[config.mk]
export PLATFORM = sky130hd
export DESIGN_NAME = switch_counter_param
export DESIGN_NICKNAME = d
export VERILOG_FILES = /design/src/rtl/switch_counter_param.sv
export SDC_FILE = /design/constraint.sdc
export NUM_CORES = 1
export LEC_CHECK = 0
export BUFFER_PORTS_ARGS = -buffer_cell sky130_fd_sc_hd__buf_2
export CORE_MARGIN = 3
export CORE_UTILIZATION = 50
export CTS_CLUSTER_DIAMETER = 30
export DETAILED_ROUTE_END_ITERATION = 10
export PLACE_DENSITY = 0.71
export SLEW_MARGIN = 30
export SYNTH_ARGS = -nofsm -noshare
export SYNTH_HDL_FRONTEND = slang
export SYNTH_SLANG_ARGS = --single-unit
[constraint.sdc]
create_clock -name clk -period 2.5 [get_ports clk]
set_clock_uncertainty 0.2 [all_clocks]
set_input_delay 0.5 -clock clk [delete_from_list [all_inputs] [get_ports clk]]
set_output_delay 0.5 -clock clk [all_outputs]
set_load 0.01 [all_outputs]
[src/rtl/switch_counter_param.sv]
// switch_counter_param
//   Push-button event counter. The raw button is synchronised and debounced.
//   Each accepted press steps a WIDTH-bit count up or down (slideSwitch),
//   either wrapping or saturating at 0 / MAX_COUNT (modeSwitch).
//
// Ports
//   clk         system clock, all state on the rising edge
//   resetN      asynchronous active-low reset
//   pushButton  raw button, active high, may bounce
//   slideSwitch direction: 0 = up, 1 = down
//   modeSwitch  limit mode: 0 = wrap, 1 = saturate
//   LEDS        current count (0..MAX_COUNT)
//   overflow    one-cycle pulse when a step hits a limit (wrap or hold)
//
// Build option
//   AUTO_REPEAT_EN  when defined, a held button auto-repeats: the first repeat
//                   comes REPEAT_DELAY cycles after the press step, then one
//                   every REPEAT_PERIOD cycles. When undefined, REPEAT_* are
//                   ignored and no hold counter exists.
module switch_counter_param #(
    parameter int                WIDTH           = 16,
    parameter logic [WIDTH-1:0]  MAX_COUNT       = '1,
    parameter int                DEBOUNCE_CYCLES = 1000000,
    parameter int                REPEAT_DELAY    = 50000000,
    parameter int                REPEAT_PERIOD   = 10000000
) (
    input  logic             clk,
    input  logic             resetN,
    input  logic             pushButton,
    input  logic             slideSwitch,
    input  logic             modeSwitch,
    output logic [WIDTH-1:0] LEDS,
    output logic             overflow
);

    // Debounce counter only needs to reach DEBOUNCE_CYCLES-1.
    localparam int DB_W = (DEBOUNCE_CYCLES > 2) ? $clog2(DEBOUNCE_CYCLES) : 1;
    localparam logic [DB_W-1:0] DB_LAST = DB_W'(DEBOUNCE_CYCLES - 1);

    // Two-flop synchronisers, bit order {mode, slide, button}.
    logic [2:0]       sync1_q, sync1_d;
    logic [2:0]       sync2_q, sync2_d;
    logic [DB_W-1:0]  db_cnt_q, db_cnt_d;
    logic             btn_stable_q, btn_stable_d;
    logic             btn_prev_q, btn_prev_d;
    logic [WIDTH-1:0] count_q, count_d;
    logic             overflow_q, overflow_d;

    logic btn_sync, dir_down, mode_sat;
    logic press, step;

    assign btn_sync = sync2_q[0];
    assign dir_down = sync2_q[1];
    assign mode_sat = sync2_q[2];

    // Rising edge of the debounced level; releases never produce an event.
    assign press = btn_stable_q & ~btn_prev_q;

`ifdef AUTO_REPEAT_EN
    // hold_cnt is 1 on the cycle after a step and counts up while held;
    // rep_phase selects the first-delay or steady-period threshold.
    logic [31:0] hold_cnt_q, hold_cnt_d;
    logic        rep_phase_q, rep_phase_d;
    logic        repeat_fire;

    assign repeat_fire = btn_stable_q && (hold_cnt_q != '0) &&
                         (hold_cnt_q == (rep_phase_q ? 32'(REPEAT_PERIOD)
                                                     : 32'(REPEAT_DELAY)));
    assign step = press | repeat_fire;

    always_comb begin
        hold_cnt_d  = hold_cnt_q;
        rep_phase_d = rep_phase_q;
        if (!btn_stable_q) begin
            hold_cnt_d  = '0;
            rep_phase_d = 1'b0;
        end else if (press) begin
            hold_cnt_d  = 32'd1;
            rep_phase_d = 1'b0;
        end else if (repeat_fire) begin
            hold_cnt_d  = 32'd1;
            rep_phase_d = 1'b1;
        end else if (hold_cnt_q != '0) begin
            hold_cnt_d  = hold_cnt_q + 32'd1;
        end
    end
`else
    assign step = press;

    // Repeat parameters exist only for a common parameter list; no hardware.
    if ((REPEAT_DELAY < 1) || (REPEAT_PERIOD < 1)) begin : g_repeat_unused
    end
`endif

    always_comb begin
        sync1_d      = {modeSwitch, slideSwitch, pushButton};
        sync2_d      = sync1_q;
        db_cnt_d     = '0;
        btn_stable_d = btn_stable_q;
        btn_prev_d   = btn_stable_q;
        if (btn_sync != btn_stable_q) begin
            if (db_cnt_q == DB_LAST) begin
                btn_stable_d = btn_sync;
            end else begin
                db_cnt_d = db_cnt_q + DB_W'(1);
            end
        end
    end

    always_comb begin
        count_d    = count_q;
        overflow_d = 1'b0;
        if (step) begin
            if (!dir_down) begin
                if (count_q >= MAX_COUNT) begin
                    overflow_d = 1'b1;
                    count_d    = mode_sat ? MAX_COUNT : '0;
                end else begin
                    count_d = count_q + WIDTH'(1);
                end
            end else begin
                if (count_q == '0) begin
                    overflow_d = 1'b1;
                    count_d    = mode_sat ? '0 : MAX_COUNT;
                end else begin
                    count_d = count_q - WIDTH'(1);
                end
            end
        end
    end

    always_ff @(posedge clk or negedge resetN) begin
        if (!resetN) begin
            sync1_q      <= '0;
            sync2_q      <= '0;
            db_cnt_q     <= '0;
            btn_stable_q <= 1'b0;
            btn_prev_q   <= 1'b0;
            count_q      <= '0;
            overflow_q   <= 1'b0;
`ifdef AUTO_REPEAT_EN
            hold_cnt_q   <= '0;
            rep_phase_q  <= 1'b0;
`endif
        end else begin
            sync1_q      <= sync1_d;
            sync2_q      <= sync2_d;
            db_cnt_q     <= db_cnt_d;
            btn_stable_q <= btn_stable_d;
            btn_prev_q   <= btn_prev_d;
            count_q      <= count_d;
            overflow_q   <= overflow_d;
`ifdef AUTO_REPEAT_EN
            hold_cnt_q   <= hold_cnt_d;
            rep_phase_q  <= rep_phase_d;
`endif
        end
    end

    assign LEDS     = count_q;
    assign overflow = overflow_q;

endmodule

Yosys cells after proc, flatten, opt, wreduce, memory -nomap -nowiden
Cells that the tools add are included.
Widths: inputs -> output; s select.
{"block": "op_classes", "add_sub_neg": 3, "magnitude_cmp": 1, "eq_ne": 2, "mux": 11, "bitwise_logic": 2, "n_reduce_logical": 2}
{"operator": "$mux 16", "n": 5}
{"operator": "$mux 20", "n": 2}
{"operator": "$add 20x1->20 const B", "n": 1}
{"operator": "$eq 20x20->1 const B", "n": 1}
{"operator": "$add 16x1->16 const B", "n": 1}
{"operator": "$ge 16x16->1 const B", "n": 1}
{"operator": "$logic_not 16->1", "n": 1}
{"operator": "$sub 16x1->16 const B", "n": 1}
{"operator": "$mux 1", "n": 4}
{"operator": "$reduce_and 2->1", "n": 1}
{"operator": "$and 1x1->1", "n": 1}
{"operator": "$ne 1x1->1", "n": 1}
{"operator": "$not 1->1", "n": 1}
{"block": "totals", "reg_bits": 45, "inputBits": 5, "out_inout_bits": 17, "elab_cells": 28}

Depth between registers and ports, before layout
Gate-level depths: netlist (run 1).
{"block": "logic_depth", "ltp_word": 4, "ltp_mapped": 8, "ltp_nobuf": 8}

Worst setup path after synthesis (run 1)
OpenSTA, ideal clock, no wires.
{"block": "synth_path", "path_kind": "register to register", "startpoint": "register count_q[0], in the netlist LEDS[0]", "endpoint": "register count_q[8], in the netlist LEDS[8]", "setup_ps": 121, "arrival_ps": 1790, "t_required_ps": 2179, "path_slack_ps": 389, "path_stages_with_launch": 8, "n_path_buf": 0, "period_less_slack_ps": 2111, "path_cell_list": "dfrtp_1 -> ha_1 -> nand3_1 -> nor3_4 -> a21o_1 -> o2bb2a_1 -> mux2i_1 -> o22a_1"}
{"block": "synth_via", "elab_chain_len": 3, "word_cells_on_any_way": 7, "cone_classes": "2 x add/sub; 1 x order compare; 3 x mux; 1 x reduce/logical"}
{"item": "start: declaration", "line": "46", "source": "logic [WIDTH-1:0] count_q, count_d;"}
{"item": "start signal: assignment", "line": "151", "source": "count_q <= count_d;"}
{"item": "$add 16x1->16 (tied with other cells)", "line": "119", "source": "count_d = count_q + WIDTH'(1);"}
{"item": "$mux 16 (on tied branches)", "line": "115, 122"}
{"item": "$mux 16 (*)", "line": "114", "source": "if (!dir_down) begin"}
Mark *: on every way between the ends. The rest lies on a longest branch, timed or not.
A chain may end at the register's enable or synchronous reset.

Worst setup path after layout (run 1)
Same ends and word-level chain as after synthesis.

==> metrics.md, run 1 <==
| Metric | Value |
|---|---|
| 1st-pass router iterations | 4 |
| Placed cells | 382 |
| Commonest non-fill, non-tap cell in the layout | dfrtp_1 |
| Final number of setup-violating endpoints | 0 |
| Startpoint types | flop |
| Sw frac | 24.7% |
| Syn_nets | 306 |
| Fmax | 0.429 GHz |
| Layout area overhead | 10.2% |
| Worst path max stage delay | 470 ps |
| Synth cell types | 63 |
| Die X | 81.0 µm |
| Slowest-stage cell, CP | dfrtp_1 |
| Port Buffers | 21 |
| Met1 GRT Util | 26.7% |
| DR DRC count | 0 |
| Finished Core Util | 58.8% |
| Yosys warns | 0 |
| Switching pwr | 322 µW |
| Worst Path Max Fanout | 8 |
| Final worst setup slack | 169 ps |
| Non-Filler Instances | 392 |
| Most area-hungry cell type in the Yosys netlist | dfrtp_1 |
| Grt met2 use | 36.3% |
| GRT Util Overall | 21.0% |
| Overflow after GRT | 0 |
| Layer with the highest usage | met2 |
| Total Routed Length | 6090 µm |
| Initial Util | 53.3% |
| Final period util | 93.2% |
| Share of cells above drive strength 1 | 20.2% |
| RSZ-0062 raised after global routing | false |
| Syn avg cell area | 9.47 µm² |
| Core Footprint | 0.00527 mm² |
| Post-synthesis cell count | 297 |
| Element type at the critical path end | flop |
| Post-route minimum period | 2330 ps |
| Seq/Total Area, Yosys | 40.1% |
| Crit path buf inv count | 1 |
| WL/cell | 15.5 µm |
| Initial antenna violation count | 0 |
| Netlist Area Pre-Place | 0.00281 mm² |
| Critical path class | flop to flop |
| Rel. slew slack | 53.6% |
| Synth top area share | 40.1% |
| Worst hold margin | 95.9 ps |
| Largest delay share family, worst path | simple AND/OR/NAND/NOR gates |
| Commonest non-fill, non-tap cells in the layout | dfrtp_1 (45), nor2_1 (42), nand2_1 (24), buf_2 (21), buf_4 (14) |
| Nets | 330 |
| Fin. Hold Viols | 0 |
| TNS Setup | 0 ps |
| Clock slew at reported path FFs | 90 ps |
| Rows | 26 |
| Comb power frac | 4.6% |
| Iter 0 DRT Violations | 157 |
| Crit path DAT | 2390 ps |
| CTS max path bufs | 2 |
| # IOs | 22 |
| Maximum VDD drop | 363 µV |
| # diodes | 0 |
| Pre-CTS setup slack | 202 ps |
| Worst-Skew Late Latency | 310 ps |
| Status | completed |
| Met3 usage in global routing | 4.66% |
| Final instance area | 0.00310 mm² |
| Top post-synthesis cells by area | dfrtp_1 (40%), nor2_1 (5.6%), xnor2_1 (3.4%), nand2_1 (3.2%), xor2_1 (3.1%) |
| First-pass GRT wire length | 10800 µm |
| CTS sink cnt | 45 |
| Total power draw | 1.31 mW |
| Routed Antenna Nets | 0 |
| DP Area | 0.00298 mm² |
| Leak Pwr | 1.43 nW |
| Routability cong. | 0.838 |
| Vias | 2333 |
| Largest net degree at the start of global routing | 21 |
| CP cell instances | inv_1 > ha_1 > nor3b_1 > nand2_1 > nor2_1 > o2bb2a_1 > mux2i_1 > o22a_1 |
| Clock network power share | 38.4% |
| Vias per cell | 5.95 |
| Register share of total power | 57.0% |
| Hold WC Path Type | input port to flop |
| Clock Tree Root | clkbuf_8 |
| Number of max-cap violations | 0 |
| Die height | 81.0 µm |
| Measured slew at the worst slew-check pin | 695 ps |
| Final slew viol count | 0 |
| Num CTS Buffers | 5 |
| Hpwl dp | 4310 µm |
| Vias in the first global route | 2293 |
| Pwr dens | 421 mW/mm² |
| CTS tree | done |
| Cell Int Power | 984 µW |
| # H-tree levels | 2 |
| FF+latch count, synth | 45 |
| Die ar. | 0.00656 mm² |
| Worst EP required | 2560 ps |
-- cells in the mapped netlist (all sizes together) --
cell type / count
a211o: 1
a21o: 2
a21oi: 13
a221o: 4
a221oi: 3
a22o: 2
a22oi: 2
a2bb2oi: 3
a31oi: 2
and2: 2
and3: 2
and4: 3
buf: 14
clkbuf: 5
dfrtp: 45
ha: 4
inv: 10
mux2: 1
mux2i: 5
nand2: 25
nand2b: 1
nand3: 14
nand4: 6
nor2: 43
nor2b: 1
nor3: 14
nor3b: 1
nor4: 6
nor4bb: 1
o211ai: 3
o21a: 1
o21ai: 11
o221ai: 4
o22a: 3
o22ai: 1
o2bb2a: 1
o311a: 1
o31a: 1
o31ai: 4
o32a: 1
o41ai: 2
or2: 3
or3: 5
xnor2: 11
xor2: 10
-- flip-flops by register name (all words and copies together), names as in the netlist --
signal,count
db_cnt_q,20
btn_prev_d,1
sync2_q,3
overflow,1
LEDS,16
sync1_q,3
btn_prev_q,1
-- cells by family (layout without fill, tap and decap cells) --
logic type / count (synthesis) / count (layout) / share of synthesized area [%]
AOI/OAI and AO/OA: 65 / 65 / 18.0
xor gates and xnor gates: 21 / 21 / 6.54
adders and majority gates: 4 / 4 / 1.78
buffers and inverters: 29 / 54 / 5.79
DFF: 45 / 45 / 40.1
muxes: 6 / 6 / 2.18
and+or+nand+nor: 127 / 127 / 25.7
-- what timing repair did --
action | CTS | global route
resized for setup | 0 | 2
endpoints found under the hold margin | 14 | 0
hold buffers | 1 | 0
buffers inserted | 0 | 1
endpoints found under the setup margin | 0 | 2
-- routing by layer --
layer | up-vias | part of all wire (%)
met5 | - | 0
met4 | 0 | 0.57
met3 | 4 | 4.8
met2 | 65 | 51
met1 | 1143 | 44
li1 | 1121 | -
-- final timing paths --
| check | slack (ps) | to | depth (start not counted) | startpoint |
|---|---|---|---|---|
| max | 170 | LEDS[8]$_DFFE_PN0P_ | 8 | LEDS[0]$_DFFE_PN0P_ |
| min | 100 | sync1_q[1]$_DFF_PN0_ | 1 | slideSwitch |
| max reg2reg | 170 | LEDS[8]$_DFFE_PN0P_ | 8 | LEDS[0]$_DFFE_PN0P_ |
| min reg2reg | 150 | sync2_q[1]$_DFF_PN0_ | 0 | sync1_q[1]$_DFF_PN0_ |
| max in group asynchronous | 1100 | sync2_q[1]$_DFF_PN0_ | 3 | resetN |
| min in group asynchronous | 430 | overflow$_DFF_PN0_ | 2 | resetN |
-- power groups by stage --
| stage | combinational, mW | clock [mW] | sequential, mW |
|---|---|---|---|
| CTS | 0.0605 | 0.516 | 0.745 |
| finish | 0.0595 | 0.502 | 0.745 |
| global route | 0.0684 | 0.541 | 0.746 |
| global placement | 0.0580 | 0 | 0.759 |
| floorplan | 0.0337 | 0 | 0.755 |
| detailed placement | 0.0593 | 0 | 0.759 |
-- area by class of cell --
class                           count  area, µm²
Clock buffer                        6       82.6
Clock inverter                      2       16.3
Fill cell                         487       2170
Inverter                           10       37.5
Multi-Input combinational cell    223       1530
Sequential cell                    45       1130
Tap cell                           70       87.6
Timing Repair Buffer               36        220
No activity file was read; power rests on OpenSTA's default activity.
==> inputs of run 2 (changes only) <==
ABC_AREA = 1   (was unset)
TNS_END_PERCENT = 10   (was unset)
==> metrics.md, run 2 <==
| Metric | Value |
|---|---|
| Seq/Total Area, Yosys | 33.8% |
| Pwr dens | 368 mW/mm² |
| Leak Pwr | 1.85 nW |
| Multi-input logic area | 0.00185 mm² |
| Slowest-stage cell, CP | dfrtp_1 |
| Setup crit start | LEDS[0]$_DFFE_PN0P_ |
| First-pass GRT wire length | 14100 µm |
| Post-synthesis cell count | 488 |
| Vias | 3182 |
| FF/Latch Area | 0.00113 mm² |
| Worst-Skew Late Latency | 310 ps |
| Total Routed Length | 8220 µm |
| DR DRC count | 0 |
| Core Footprint | 0.00639 mm² |
| CP cell instances | inv_1 > ha_1 > inv_1 > nor2_1 > nand4_1 > nor2_4 > nor2_4 > nand2_1 > nand3_1 > nor2_1 > nor2_1 |
| CTS sink cnt | 45 |
| Rel. slew slack | 52.0% |
| Crit path DAT | 2190 ps |
| Final slew viol count | 0 |
| Share of cells above drive strength 1 | 13.8% |
| Finished Core Util | 55.3% |
| Die X | 87.6 µm |
| Maximum VDD drop | 282 µV |
| Commonest non-fill, non-tap cells in the layout | nand2_1 (133), nor2_1 (82), inv_1 (53), dfrtp_1 (45), nand3_1 (40) |
| Fmax | 0.466 GHz |
| 1st-pass router iterations | 5 |
| Crit-path most repeated cell | nor2_1 |
| Worst EP required | 2540 ps |
| Max FFs per register | 20 |
| Most frequent cell after synthesis | nand2_1 |
| Measured slew at the worst slew-check pin | 721 ps |
| TNS Setup | 0 ps |
| # H-tree levels | 2 |
| Final number of setup-violating endpoints | 0 |
| RSZ-0062 raised after global routing | false |
| Initial antenna violation count | 0 |
| Largest net degree at the start of global routing | 33 |
| WL/cell | 14.1 µm |
| Most area-hungry cell type in the Yosys netlist | dfrtp_1 |
| Clock Tree Root | clkbuf_8 |
| CTS resizes | 0 |
| Worst Path Max Fanout | 12 |
| Hold WC Path Type | input port to async pin |
| Startpoint types | flop |
| Clock slew at reported path FFs | 110 ps |
| Iter 0 DRT Violations | 356 |
| Die height | 87.6 µm |
| Routability cong. | 1.00 |
| Syn_nets | 497 |
| Largest Register | db_cnt_q |
| FF+latch count, synth | 45 |
| GRT Util Overall | 23.2% |
| Hold buffer count at CTS | 0 |
| Final worst setup slack | 353 ps |
| Post-route minimum period | 2150 ps |
| Rows | 29 |
| Layout area overhead | 6.21% |
| CTS tree | done |
| Num CTS Buffers | 5 |
| Final period util | 85.9% |
| R2r startpoint | LEDS[0]$_DFFE_PN0P_ |
| Number of synthesized flops with an enable pin | 0 |
| Vias in the first global route | 3004 |
| Element type at the critical path end | flop |
| Fin. Hold Viols | 0 |
| Syn avg cell area | 6.82 µm² |
| Nets | 515 |
| Die ar. | 0.00767 mm² |
| Pre-CTS setup slack | 387 ps |
| Reg2reg setup slack | 350 ps |
| # IOs | 22 |
| Vias per cell | 5.45 |
| Number of fill cells | 653 |
| Yosys warns | 0 |
| Critical path class | flop to flop |
| Post-CTS setup buffers | 0 |
| Post-synth ARST share | 100% |
| Netlist Area Pre-Place | 0.00333 mm² |
| Port Buffers | 21 |
| CTS max path bufs | 2 |
| # diodes | 0 |
| Synth top area share | 33.8% |
| Commonest non-fill, non-tap cell in the layout | nand2_1 |
| Hpwl dp | 6260 µm |
| Synth cell types | 33 |
| Status | completed |
| Top post-synthesis cells by area | dfrtp_1 (34%), nand2_1 (15%), nor2_1 (9.3%), nand3_1 (6.0%), inv_1 (6.0%) |
| Synth top cells by count | nand2_1 (133), nor2_1 (82), inv_1 (53) |
| Overflow after GRT | 0 |
| Main synth FF type | dfrtp_1 |
| Number of max-cap violations | 0 |
| Routed Antenna Nets | 0 |
| Worst path max stage delay | 490 ps |
| Initial Util | 52.1% |
-- run 2: final timing paths --
path,to,depth (start not counted)
max,LEDS[12]$_DFFE_PN0P_,11
max reg2reg,LEDS[12]$_DFFE_PN0P_,11
min,LEDS[4]$_DFFE_PN0P_,1
max in group asynchronous,db_cnt_q[9]$_DFF_PN0_,2
min reg2reg,sync2_q[1]$_DFF_PN0_,0
min in group clk,sync1_q[1]$_DFF_PN0_,1
-- run 2: report_power, final --
part,total (mW),internal [mW],switching [mW]
Sequential,0.744,0.736,0.00798
Combinational,0.0565,0.0157,0.0409
Clock,0.501,0.211,0.289
Total,1.30,0.963,0.338
-- run 2: cells by family (layout without fill, tap and decap cells) --
kind of cell	Yosys count	in the layout	share of synthesized area [%]
adders and majority gates	4	4	1.50
AOI/OAI and AO/OA	25	25	3.87
and+or+nand+nor	318	318	44.3
DFF	45	45	33.8
xor gates and xnor gates	23	23	6.06
buffers and inverters	73	92	10.5
-- run 2: cell type report --
type,instances,area share (%)
Clock buffer,5,1.95
Timing Repair Buffer,25,3.82
Sequential cell,45,31.9
Clock inverter,3,0.814
Inverter,59,6.37
Tap cell,77,2.73
Multi-Input combinational cell,370,52.4
-- run 2: routing by layer --
layer  track usage [%]  routed length (µm)  up-vias
li1                  -                   -     1577
met2              40.6                4060      116
met3              3.39                 466       12
met4              5.86                 115        0
met5                 0                   0        -
met1              30.0                3580     1477
-- run 2: worst max-delay path: cells and delay by family (launching register included) --
kind	cells	cell delay (ps)
DFF	1	490
buffers and inverters	2	240
and+or+nand+nor	8	890
adders and majority gates	1	280
-- run 2: per-stage QoR --
stage	hold slack (ps)	cell area [µm²]	instances	total power, mW
after global placement	132	3440	576	0.816
after CTS	73.1	3530	584	1.32
after floorplan	4.41	3330	488	0.784
after global routing	77.0	3530	584	1.36
final	24.1	3530	584	1.30
after detailed placement	135	3440	576	0.817
==> inputs of run 3 (changes only) <==
PLACE_DENSITY = 0.78   (was 0.71)
==> metrics.md, run 3 (synthesis gave the netlist of run 2 again) <==
| Metric | Value |
|---|---|
| Status | completed |
| Rel. slew slack | 61.0% |
| CTS max path bufs | 2 |
| CP cell instances | inv_1 > ha_1 > inv_1 > nor2_1 > nand4_1 > nor2_4 > nor2_4 > o21ai_1 > a21oi_1 |
| Total Routed Length | 8550 µm |
| Vias in the first global route | 3102 |
| # H-tree levels | 2 |
| Maximum VDD drop | 259 µV |
| Initial antenna violation count | 0 |
| Hold Crit Start | slideSwitch |
| Share of cells above drive strength 1 | 13.9% |
| R2r startpoint | LEDS[0]$_DFFE_PN0P_ |
| Initial Util | 52.1% |
| Port Buffers | 21 |
| Nets | 517 |
| Worst R2R End | LEDS[0]$_DFFE_PN0P_ |
| Worst path max stage delay | 470 ps |
| Overflow after GRT | 0 |
| Clock slew at reported path FFs | 90 ps |
| Final slew viol count | 0 |
| First-pass GRT wire length | 14700 µm |
| Pre-CTS setup slack | 481 ps |
| Core Footprint | 0.00639 mm² |
| Routability cong. | 1.10 |
| Reg2reg setup slack | 440 ps |
| Hold WC Path Type | input port to flop |
| Final period util | 82.6% |
| Finished Core Util | 56.2% |
| WL/cell | 14.6 µm |
| Num CTS Buffers | 5 |
| RSZ-0062 raised after global routing | false |
| # diodes | 0 |
| Slowest-stage cell, CP | dfrtp_1 |
| TNS Setup | 0 ps |
| CTS resizes | 0 |
| Post-route minimum period | 2060 ps |
| Largest net degree at the start of global routing | 25 |
| Crit path DAT | 2090 ps |
| R2R cell count | 9 |
| Routed Antenna Nets | 0 |
| Element type at the critical path end | flop |
| Worst-Skew Late Latency | 310 ps |
| Layout area overhead | 7.78% |
| Iter 0 DRT Violations | 367 |
| Vias per cell | 5.51 |
| Hold depth | 1 |
| CTS sink cnt | 45 |
| Clock Tree Root | clkbuf_8 |
| # IOs | 22 |
| Final worst setup slack | 436 ps |
| Hold endpoint | sync1_q[1]$_DFF_PN0_ |
| Vias | 3231 |
| CTS tree | done |
| Pwr dens | 389 mW/mm² |
| Worst Path Max Fanout | 12 |
| Fmax | 0.485 GHz |
| Hpwl dp | 6430 µm |
| 1st-pass router iterations | 5 |
| Number of max-cap violations | 0 |
| Max FFs per register | 20 |
| Leak Pwr | 1.87 nW |
| Rows | 29 |
| Fin. Hold Viols | 0 |
| Critical path class | flop to flop |
| Measured slew at the worst slew-check pin | 585 ps |
| Largest Register | db_cnt_q |
| Die X | 87.6 µm |
| Commonest non-fill, non-tap cells in the layout | nand2_1 (133), nor2_1 (82), inv_1 (53), dfrtp_1 (45), nand3_1 (40) |
| Die ar. | 0.00767 mm² |
| Startpoint types | flop |
| Worst EP required | 2530 ps |
| DR DRC count | 0 |
| GRT Util Overall | 24.3% |
| Commonest non-fill, non-tap cell in the layout | nand2_1 |
| Final number of setup-violating endpoints | 0 |
| Die height | 87.6 µm |
==> run 3: worst max path at each step <==
stage	from	cells past startpoint	to	slack, ps
2_1_floorplan	LEDS[0]$_DFFE_PN0P_	12	LEDS[12]$_DFFE_PN0P_	650
3_3_place_gp	LEDS[0]$_DFFE_PN0P_	9	LEDS[0]$_DFFE_PN0P_	450
3_5_place_dp	LEDS[0]$_DFFE_PN0P_	9	LEDS[0]$_DFFE_PN0P_	480
4_1_cts	LEDS[0]$_DFFE_PN0P_	9	LEDS[0]$_DFFE_PN0P_	460
5_1_grt	LEDS[6]$_DFFE_PN0P_	9	LEDS[15]$_DFFE_PN0P_	250
6_report	LEDS[0]$_DFFE_PN0P_	9	LEDS[0]$_DFFE_PN0P_	440
==> run 3: layer usage <==
metal  wire length, µm  GRT usage (%)  vias to the layer above
met4               199           9.62                        0
li1                  -              -                     1574
met3               573           3.67                       19
met1              3720           32.0                     1486
met2              4060           40.1                      152
met5                 0              0                        -
==> run 3: repair_timing <==
action	CTS	global route
hold buffers	1	0
setup buffers	0	0
endpoints found under the hold margin	5	0
==> run 3: report_power, final <==
| part | switching, mW | internal (mW) |
|---|---|---|
| sequential | 0.00576 | 0.736 |
| clock | 0.264 | 0.325 |
| combinational | 0.0447 | 0.0189 |
| total | 0.315 | 1.08 |
==> run 3: area by class of cell <==
| type | count | area, µm² |
|---|---|---|
| fill | 604 | 2800 |
| multi-input combinational | 370 | 1850 |
| sequential | 45 | 1130 |
| inverter | 59 | 225 |
| timing repair buffer | 27 | 165 |
| tap | 77 | 96.3 |
| clock buffer | 6 | 82.6 |
| clock inverter | 2 | 37.5 |
==> run 3: critical path: cells and delay by family (launching register included) <==
family                     cells  cell delay (ps)
buffers and inverters          2              210
DFF                            1              470
AOI/OAI and AO/OA              2              320
and+or+nand+nor                4              530
adders and majority gates      1              250
==> run 3: through the flow <==
step	cell area [µm²]	hold WS (ps)	total power, mW	std cells
after CTS	3590	87.3	1.41	586
after floorplan	3330	4.41	0.784	488
after detailed placement	3460	135	0.819	577
after global placement	3460	133	0.819	577
final	3590	98.5	1.39	586
after global routing	3590	86.2	1.44	586
